<file path="src/rtl/mult_div_unit_if.sv">
// Handshake and operand/result bundle between the control FSM and mult_div_unit.
interface mult_div_unit_if #(
    parameter int unsigned WIDTH = 32
);
    logic             mult_start;
    logic             div_start;
    logic [WIDTH-1:0] a;
    logic [WIDTH-1:0] b;
    logic [WIDTH-1:0] hi;
    logic [WIDTH-1:0] lo;
    logic             busy;
    logic             done;
    logic             div_zero;

    modport master (
        output mult_start, div_start, a, b,
        input  hi, lo, busy, done, div_zero
    );

    modport slave (
        input  mult_start, div_start, a, b,
        output hi, lo, busy, done, div_zero
    );
endinterface

</file>
<file path="src/rtl/mult_div_unit.sv">
// Sequential signed multiply (shift-add) / divide (restoring) unit producing HI/LO.
// Optional MULTDIV_DIVZERO_EN: divide by zero finishes in one cycle with a div_zero pulse.
module mult_div_unit #(
    parameter int unsigned WIDTH = 32
) (
    input logic            clk,
    input logic            reset,
    mult_div_unit_if.slave bus
);
    localparam int unsigned CntW = $clog2(WIDTH);

    typedef enum logic [1:0] {StIdle, StMult, StDiv, StFix} state_e;

    state_e             state_q, state_d;
    logic [CntW-1:0]    cnt_q, cnt_d;
    logic [2*WIDTH-1:0] acc_q, acc_d;
    logic [WIDTH-1:0]   mcand_q, mcand_d;
    logic               is_div_q, is_div_d;
    logic               neg_q, neg_d;
    logic               neg_rem_q, neg_rem_d;
    logic               bzero_q, bzero_d;
    logic [WIDTH-1:0]   hi_q, hi_d, lo_q, lo_d;
    logic               done_q, done_d;

    logic [WIDTH-1:0]   abs_a, abs_b;
    logic [WIDTH:0]     add_sum, trial;
    logic [2*WIDTH-1:0] prod_fix;
    logic               last_iter;
    logic               div_trap;

`ifdef MULTDIV_DIVZERO_EN
    logic divzero_q;

    assign div_trap = (bus.b == '0);

    always_ff @(posedge clk or posedge reset) begin
        if (reset) begin
            divzero_q <= 1'b0;
        end else begin
            divzero_q <= (state_q == StIdle) && !bus.mult_start && bus.div_start && div_trap;
        end
    end

    assign bus.div_zero = divzero_q;
`else
    assign div_trap     = 1'b0;
    assign bus.div_zero = 1'b0;
`endif

    assign bus.hi   = hi_q;
    assign bus.lo   = lo_q;
    assign bus.done = done_q;
    assign bus.busy = (state_q != StIdle);

    always_ff @(posedge clk or posedge reset) begin
        if (reset) begin
            state_q   <= StIdle;
            cnt_q     <= '0;
            acc_q     <= '0;
            mcand_q   <= '0;
            is_div_q  <= 1'b0;
            neg_q     <= 1'b0;
            neg_rem_q <= 1'b0;
            bzero_q   <= 1'b0;
            hi_q      <= '0;
            lo_q      <= '0;
            done_q    <= 1'b0;
        end else begin
            state_q   <= state_d;
            cnt_q     <= cnt_d;
            acc_q     <= acc_d;
            mcand_q   <= mcand_d;
            is_div_q  <= is_div_d;
            neg_q     <= neg_d;
            neg_rem_q <= neg_rem_d;
            bzero_q   <= bzero_d;
            hi_q      <= hi_d;
            lo_q      <= lo_d;
            done_q    <= done_d;
        end
    end

    always_comb begin
        state_d   = state_q;
        cnt_d     = cnt_q;
        acc_d     = acc_q;
        mcand_d   = mcand_q;
        is_div_d  = is_div_q;
        neg_d     = neg_q;
        neg_rem_d = neg_rem_q;
        bzero_d   = bzero_q;
        hi_d      = hi_q;
        lo_d      = lo_q;
        done_d    = 1'b0;

        abs_a     = bus.a[WIDTH-1] ? -bus.a : bus.a;
        abs_b     = bus.b[WIDTH-1] ? -bus.b : bus.b;
        add_sum   = {1'b0, acc_q[2*WIDTH-1:WIDTH]} + (acc_q[0] ? {1'b0, mcand_q} : '0);
        // Shifted partial remainder minus divisor; bit WIDTH set means restore.
        trial     = {acc_q[2*WIDTH-1:WIDTH], acc_q[WIDTH-1]} - {1'b0, mcand_q};
        prod_fix  = neg_q ? -acc_q : acc_q;
        last_iter = (cnt_q == CntW'(WIDTH - 1));

        unique case (state_q)
            StIdle: begin
                if (bus.mult_start) begin
                    acc_d    = {{WIDTH{1'b0}}, abs_b};
                    mcand_d  = abs_a;
                    neg_d    = bus.a[WIDTH-1] ^ bus.b[WIDTH-1];
                    is_div_d = 1'b0;
                    cnt_d    = '0;
                    state_d  = StMult;
                end else if (bus.div_start && div_trap) begin
                    done_d = 1'b1;
                end else if (bus.div_start) begin
                    acc_d     = {{WIDTH{1'b0}}, abs_a};
                    mcand_d   = abs_b;
                    neg_d     = bus.a[WIDTH-1] ^ bus.b[WIDTH-1];
                    neg_rem_d = bus.a[WIDTH-1];
                    bzero_d   = (bus.b == '0);
                    is_div_d  = 1'b1;
                    cnt_d     = '0;
                    state_d   = StDiv;
                end
            end
            StMult: begin
                acc_d = {add_sum, acc_q[WIDTH-1:1]};
                cnt_d = cnt_q + 1'b1;
                if (last_iter) begin
                    cnt_d   = '0;
                    state_d = StFix;
                end
            end
            StDiv: begin
                if (!trial[WIDTH]) begin
                    acc_d = {trial[WIDTH-1:0], acc_q[WIDTH-2:0], 1'b1};
                end else begin
                    acc_d = {acc_q[2*WIDTH-2:0], 1'b0};
                end
                cnt_d = cnt_q + 1'b1;
                if (last_iter) begin
                    cnt_d   = '0;
                    state_d = StFix;
                end
            end
            StFix: begin
                if (is_div_q) begin
                    // A zero divisor leaves an all-ones quotient that must not be negated.
                    lo_d = (neg_q && !bzero_q) ? -acc_q[WIDTH-1:0] : acc_q[WIDTH-1:0];
                    hi_d = neg_rem_q ? -acc_q[2*WIDTH-1:WIDTH] : acc_q[2*WIDTH-1:WIDTH];
                end else begin
                    hi_d = prod_fix[2*WIDTH-1:WIDTH];
                    lo_d = prod_fix[WIDTH-1:0];
                end
                done_d  = 1'b1;
                state_d = StIdle;
            end
            default: state_d = StIdle;
        endcase
    end
endmodule

</file>
<file path="src/flat_wrapper.sv">
// flat-port wrapper written by rule: the top's interface ports become plain ports
module mult_div_unit_flat 
#(
    parameter int unsigned WIDTH = 32
)
  (clk, reset, bus_mult_start, bus_div_start, bus_a, bus_b, bus_hi, bus_lo, bus_busy, bus_done, bus_div_zero);
  mult_div_unit_if #(.WIDTH(WIDTH)) bus_i ();
  input logic clk;
  input logic reset;
  input wire logic [$bits(bus_i.mult_start)-1:0] bus_mult_start;
  input wire logic [$bits(bus_i.div_start)-1:0] bus_div_start;
  input wire logic [$bits(bus_i.a)-1:0] bus_a;
  input wire logic [$bits(bus_i.b)-1:0] bus_b;
  output wire logic [$bits(bus_i.hi)-1:0] bus_hi;
  output wire logic [$bits(bus_i.lo)-1:0] bus_lo;
  output wire logic [$bits(bus_i.busy)-1:0] bus_busy;
  output wire logic [$bits(bus_i.done)-1:0] bus_done;
  output wire logic [$bits(bus_i.div_zero)-1:0] bus_div_zero;
  assign bus_i.mult_start = bus_mult_start;
  assign bus_i.div_start = bus_div_start;
  assign bus_i.a = bus_a;
  assign bus_i.b = bus_b;
  assign bus_hi = bus_i.hi;
  assign bus_lo = bus_i.lo;
  assign bus_busy = bus_i.busy;
  assign bus_done = bus_i.done;
  assign bus_div_zero = bus_i.div_zero;
  mult_div_unit #(.WIDTH(WIDTH)) u_core (.clk(clk), .reset(reset), .bus(bus_i));
endmodule
</file>
<file path="config.mk">
export PLATFORM = sky130hd
export DESIGN_NAME = mult_div_unit_flat
export DESIGN_NICKNAME = d
export VERILOG_FILES = /design/src/rtl/mult_div_unit_if.sv /design/src/rtl/mult_div_unit.sv /design/src/flat_wrapper.sv
export SDC_FILE = /design/constraint.sdc
export NUM_CORES = 1
export LEC_CHECK = 0
export CAP_MARGIN = 30
export CELL_PAD_IN_SITES_DETAIL_PLACEMENT = 0
export CELL_PAD_IN_SITES_GLOBAL_PLACEMENT = 2
export CORE_MARGIN = 5
export CORE_UTILIZATION = 39
export CTS_BUF_LIST = sky130_fd_sc_hd__clkbuf_4
export DETAILED_ROUTE_END_ITERATION = 6
export PLACE_DENSITY = 0.95
export SETUP_SLACK_MARGIN = 0.3
export SYNTH_ARGS = -nofsm -noshare
export SYNTH_HDL_FRONTEND = slang
export SYNTH_SLANG_ARGS = --single-unit
</file>
<file path="constraint.sdc">
create_clock -name clk -period 12.1 [get_ports clk]
set_input_delay 2.42 -clock clk [delete_from_list [all_inputs] [get_ports clk]]
set_output_delay 2.42 -clock clk [all_outputs]
set_load 0.02 [all_outputs]
</file>
### Word level (Yosys, flattened, before mapping)

Cells that the tools add are included.

| word-level totals | value |
|---|---|
| word-level logic and storage cells | 68 |
| output and inout bits | 67 |
| input port bits | 68 |
| register bits after elaboration | 172 |

| cells by class | value |
|---|---|
| reductions and logical operators | 14 |
| bitwise logic cells | 2 |
| add/subtract/negate cells | 8 |
| equality and inequality tests | 6 |
| muxes and demuxes | 27 |

Operator list:

| cell | number |
|---|---|
| 2-to-1 mux 32 bit | 9 |
| 2-to-1 mux 64 bit | 4 |
| one-hot mux 64 bit (3 select lines) | 1 |
| negation 32 bit | 4 |
| negation 64 bit | 1 |
| adder 32 x 33 -> 33 bit | 1 |
| subtractor 33 x 32 -> 33 bit | 1 |
| zero test 32 bit | 1 |
| 2-to-1 mux 5 bit | 3 |
| one-hot mux 5 bit (2 select lines) | 1 |
| AND reduction 2 bit | 4 |
| 2-to-1 mux 2 bit | 3 |
| one-hot mux 2 bit (3 select lines) | 1 |
| nonzero test 2 bit | 3 |
| adder 5 x 1 -> 5 bit, second input constant | 1 |
| == test 5 bit, second input constant | 1 |
| 2-to-1 mux 1 bit | 5 |
| == test 2 bit, second input constant | 2 |
| inequality test 3 bit, second input constant | 1 |
| AND reduction 3 bit | 1 |
| nonzero test 3 bit | 1 |
| == test 2 x 1 -> 1 bit, second input constant | 1 |
| zero test 2 bit | 1 |
| inequality test 2 x 1 -> 1 bit, second input constant | 1 |
| other kinds (5) | 5 |

### Longest topological paths before layout

| depth | value |
|---|---|
| word-level depth | 5 |
| depth in mapped cells | 14 |
| depth with buffers taken out | 13 |

### Worst setup path after synthesis

Ideal clock, no wire load.

| timing | value |
|---|---|
| path kind | input to register |
| start point | in bus_b[9] |
| end point | reg u_core.acc_q[30] |
| setup time | 0.095 ns |
| data required time | 12.005 ns |
| data arrival time | 4.835 ns |
| stages on the path | 10 |
| buffers on the path | 1 |
| setup slack | 7.170 ns |
| path through | or4_1 -> or3_1 -> or4_1 -> clkbuf_1 -> or2_2 -> o21ai_0 -> xor2_1 -> a21oi_1 -> nor2_1 -> o31ai_1 |

| between the ends | value |
|---|---|
| cells in the longest elaborated chain, start to end | 4 |

Ends and longest elaborated chain:

| item | line | text |
|---|---|---|
| from (decl) | flat_wrapper.sv:13 | `input wire logic [$bits(bus_i.b)-1:0] bus_b;` |
| negation 32 bit | mult_div_unit.sv:97 | `abs_b = bus.b[WIDTH-1] ? -bus.b : bus.b;` |
| 2-to-1 mux 32 bit | mult_div_unit.sv:97 |  |
| 2-to-1 mux 64 bit | mult_div_unit.sv:106 | `if (bus.mult_start) begin` |
| one-hot mux 64 bit (3 select lines) | mult_div_unit.sv:104 | `unique case (state_q)` |
| to (signal assigned) | mult_div_unit.sv:59 | `acc_q <= '0;` |
| to (signal assigned) | mult_div_unit.sv:71 | `acc_q <= acc_d;` |
| to (decl) | mult_div_unit.sv:16 | `logic [2*WIDTH-1:0] acc_q, acc_d;` |

Every way passes these cells.
A chain may end at the register's enable or synchronous reset.

### Worst setup path after layout

| timing | value |
|---|---|
| start point | in bus_b[7] |
| end point | reg u_core.acc_q[28] |

Same word-level chain as after synthesis.

==> metrics.yaml <==
synthFlopType: "dfrtp_1"
switching_share_pct: 52.13
setup-violations-final: 0
synth_cells: 1789
slowest_delay_ns: 0.58
cap_viol_max_count: 0
cts_buffers: 17
cp_common_cell: "or4_1"
p_comb_share_pct: 67.5
gp_congestion: 0.9234
grt_pass1_vias: 12960
synth-seq-cells: 172
dp_slack_ns: 6.434
maxSlewHeadroom_pct: 36.66
synthTopCellsByArea: "dfrtp_1, ha_1, a21oi_1"
cts_tree: "done"
cp-end-kind: "flop"
synth_nets: 1934
num-fill-cells: 3697
ys_seq_area_share_pct: 30.03
vias_per_cell: 5.783
clock_sinks: 172
ir_worst_vdd_mv: 0.1731
pwr-share-seq_pct: 24.9
critPathRequiredTime_ns: 12.53
syn2layout_area_growth_pct: 14.48
outcome: "complete, no violations"
fin_skew_ns: 0.03719
dr.first_iter.drc_count: 1018
fp.dieArea_mm2: 0.04069
ctsHoldBuffers: 0
met1Wirelength_mm: 22.33
post-route-period-util_pct: 41.97
crit_fanout: 8
fp-row-count: 70
dr_wl_met2_mm: 20.55
internal_power_mw: 2.279
critical_path.top_delay_family: "simple AND/OR/NAND/NOR gates"
p_sw_mw: 2.481
fp.dieW_um: 201.7
drc: 0
yosys.cell_count.top_type: "nor2_1"
worstMarginPinSlew_ns: 0.9502
syn_avg_cell_area_um2: 8.013
yosysTopAreaCell: "dfrtp_1"
start_util_pct: 39.34
die_h_um: 201.7
layout_setup_ws_ns: 7.022
tns_ns: 0
dp_hpwl_mm: 35.45
rsz0062_at_grt: "no"
grt_max_degree: 97
cts.reportedPaths.clkPinSlew_ns: 0.18
synth-edff-count: 0
min_path_type: "reg -> reg"
ios: 135
port_buffers: 133
powerDensity_mw_per_mm2: 290.0
arrival_ns: 5.51
synth_top_cell_area_share_pct: 30.03
ys_top_cells_by_count: "nor2_1, a21oi_1, dfrtp_1"
cts_resized: 0
fin_crit_ns: 5.078
hold_viol: 0
cp_cell_sequence: "clkdlybuf4s50_1 -> or4_1 -> or3_1 -> or4_1 -> or2_2 -> o21ai_0 -> xor2_1 -> a21oi_1 -> nor2_1 -> o31ai_1"
clkLatencyLatePin_ns: 0.60
crit_path_start_kind: "input pin"
async_flop_share_pct: 100.0
slew_violations: 0
grt_use_total_pct: 22.31
finalNetCount: 1995
htreeDepth: 4
slowest_stage: "or4_1"
antenna_found_initial: 1
antenna_left: 0
grt_pass1_wl_mm: 73.78
wire_per_inst_um: 19.80
critPathBufInv: 1
synth_area_mm2: 0.01433
crit_type: "in -> reg"
firstDrtPassIters: 5
dpl_cell_area_mm2: 0.01609
wirelength_mm: 46.17
p_leak_nw: 6.964
cts_max_path_buffers: 2
via_count: 13490
core_mm2: 0.03643
yosysWarnings: 0
wl_met3_mm: 2.529
root_buffer: "clkbuf_4"
synth_cell_types: 77
fmax_mhz: 196.9
final_area_mm2: 0.01641
power.share.clock_pct: 7.5
cts_post_setup_buffers_inserted: 0
grt_overflow: 0
top_layer: "met4"
final_layout_size_suffix_gt1_share_pct: 6.119
sequential cells by signal, summed over array words and instances (netlist names):
| register | flops |
|---|---|
| u_core.is_div_q | 1 |
| u_core.cnt_q | 5 |
| u_core.bus.hi | 32 |
| u_core.neg_q | 1 |
| u_core.mcand_q | 32 |
| u_core.bzero_q | 1 |
| u_core.acc_q | 64 |
| u_core.bus.lo | 32 |
| u_core.state_q | 2 |
| u_core.bus.done | 1 |
| u_core.neg_rem_q | 1 |
per-layer routing:
metal / up-vias / GRT usage [%]
met5: - / 0
met3: 30 / 3.255
met2: 418 / 35.25
met1: 6449 / 32.49
li1: 6589 / -
met4: 0 / 4.956
kinds of logic after synthesis:
group	synth area share (%)
flops	30.03
simple gates	17.24
other cells	0.02616
fa+ha+maj	6.826
xor+xnor	10.45
mux	3.919
compound gates	26.76
buf+inv	4.757
worst paths after layout:
| check | start | to | slack [ns] | depth (start not counted) |
|---|---|---|---|---|
| max in group asynchronous | reset | u_core.bus.lo[24]$_DFFE_PP0P_ | 8.71 | 5 |
| min reg2reg | u_core.mcand_q[25]$_DFFE_PP0P_ | u_core.mcand_q[25]$_DFFE_PP0P_ | 0.49 | 2 |
| max reg2reg | u_core.acc_q[0]$_DFFE_PP0P_ | u_core.bus.hi[28]$_DFFE_PP0P_ | 8.04 | 10 |
| min in group asynchronous | reset | u_core.bus.hi[28]$_DFFE_PP0P_ | 2.06 | 2 |
| min | u_core.mcand_q[25]$_DFFE_PP0P_ | u_core.mcand_q[25]$_DFFE_PP0P_ | 0.49 | 2 |
| max | bus_b[7] | u_core.acc_q[28]$_DFFE_PP0P_ | 7.02 | 10 |
worst min-delay path: stages (launching register included):
cell and delay [ns]:
dfrtp_1 0.38, nand2_1 0.05, nand2_1 0.05
layout make-up:
class | instances | area [um2] | share of cell area, %
multi-input combinational | 1439 | 9394 | 57.24
clock inverter | 14 | 153.9 | 0.9378
inverter | 68 | 260.3 | 1.586
antenna | 1 | 2.502 | 0.01525
tap | 468 | 585.6 | 3.568
sequential | 172 | 4304 | 26.23
timing repair buffer | 152 | 1575 | 9.599
clock buffer | 18 | 135.1 | 0.8234
through the flow:
step | std cells | power, mW | util (%) | hold slack, ns
after detailed placement | 2298 | 4.380 | 44.17 | 0.4630
final | 2332 | 4.760 | 45.04 | 0.4929
after floorplan | 1789 | 3.391 | - | 0.4387
after global placement | 2293 | 4.323 | 43.83 | 0.4541
after global routing | 2332 | 5.155 | 45.04 | 0.5314
after CTS | 2330 | 4.748 | 44.96 | 0.5024
placed cells by master, fill, tap and decap left out, types with 8 or more instances in the layout:
master,instances
o31ai_1,52
mux2i_1,16
xor2_1,87
a21oi_1,176
nand2b_1,25
a31oi_1,19
clkdlybuf4s50_1,132
a221oi_1,37
nand3_1,19
a211oi_1,8
buf_4,14
a21o_1,35
o21a_1,14
and2_1,8
nor2_1,215
ha_1,74
or3_1,23
nand2_1,148
inv_1,66
o21bai_1,12
nor3_1,24
o21ai_0,142
nor4_1,14
o41ai_1,17
or4_1,10
mux2_2,33
and3_1,13
clkbuf_4,18
dfrtp_1,172
a22oi_1,11
xnor2_1,83
o211ai_1,18
power groups by stage:
| stage | sequential [mW] | clock [mW] | combinational (mW) |
|---|---|---|---|
| after floorplan | 1.18 | 0 | 2.21 |
| after global placement | 1.19 | 0 | 3.13 |
| after detailed placement | 1.20 | 0 | 3.18 |
| after CTS | 1.18 | 0.369 | 3.19 |
| after global routing | 1.23 | 0.390 | 3.54 |
| final | 1.19 | 0.359 | 3.21 |
(Power assumes the default switching activity.)
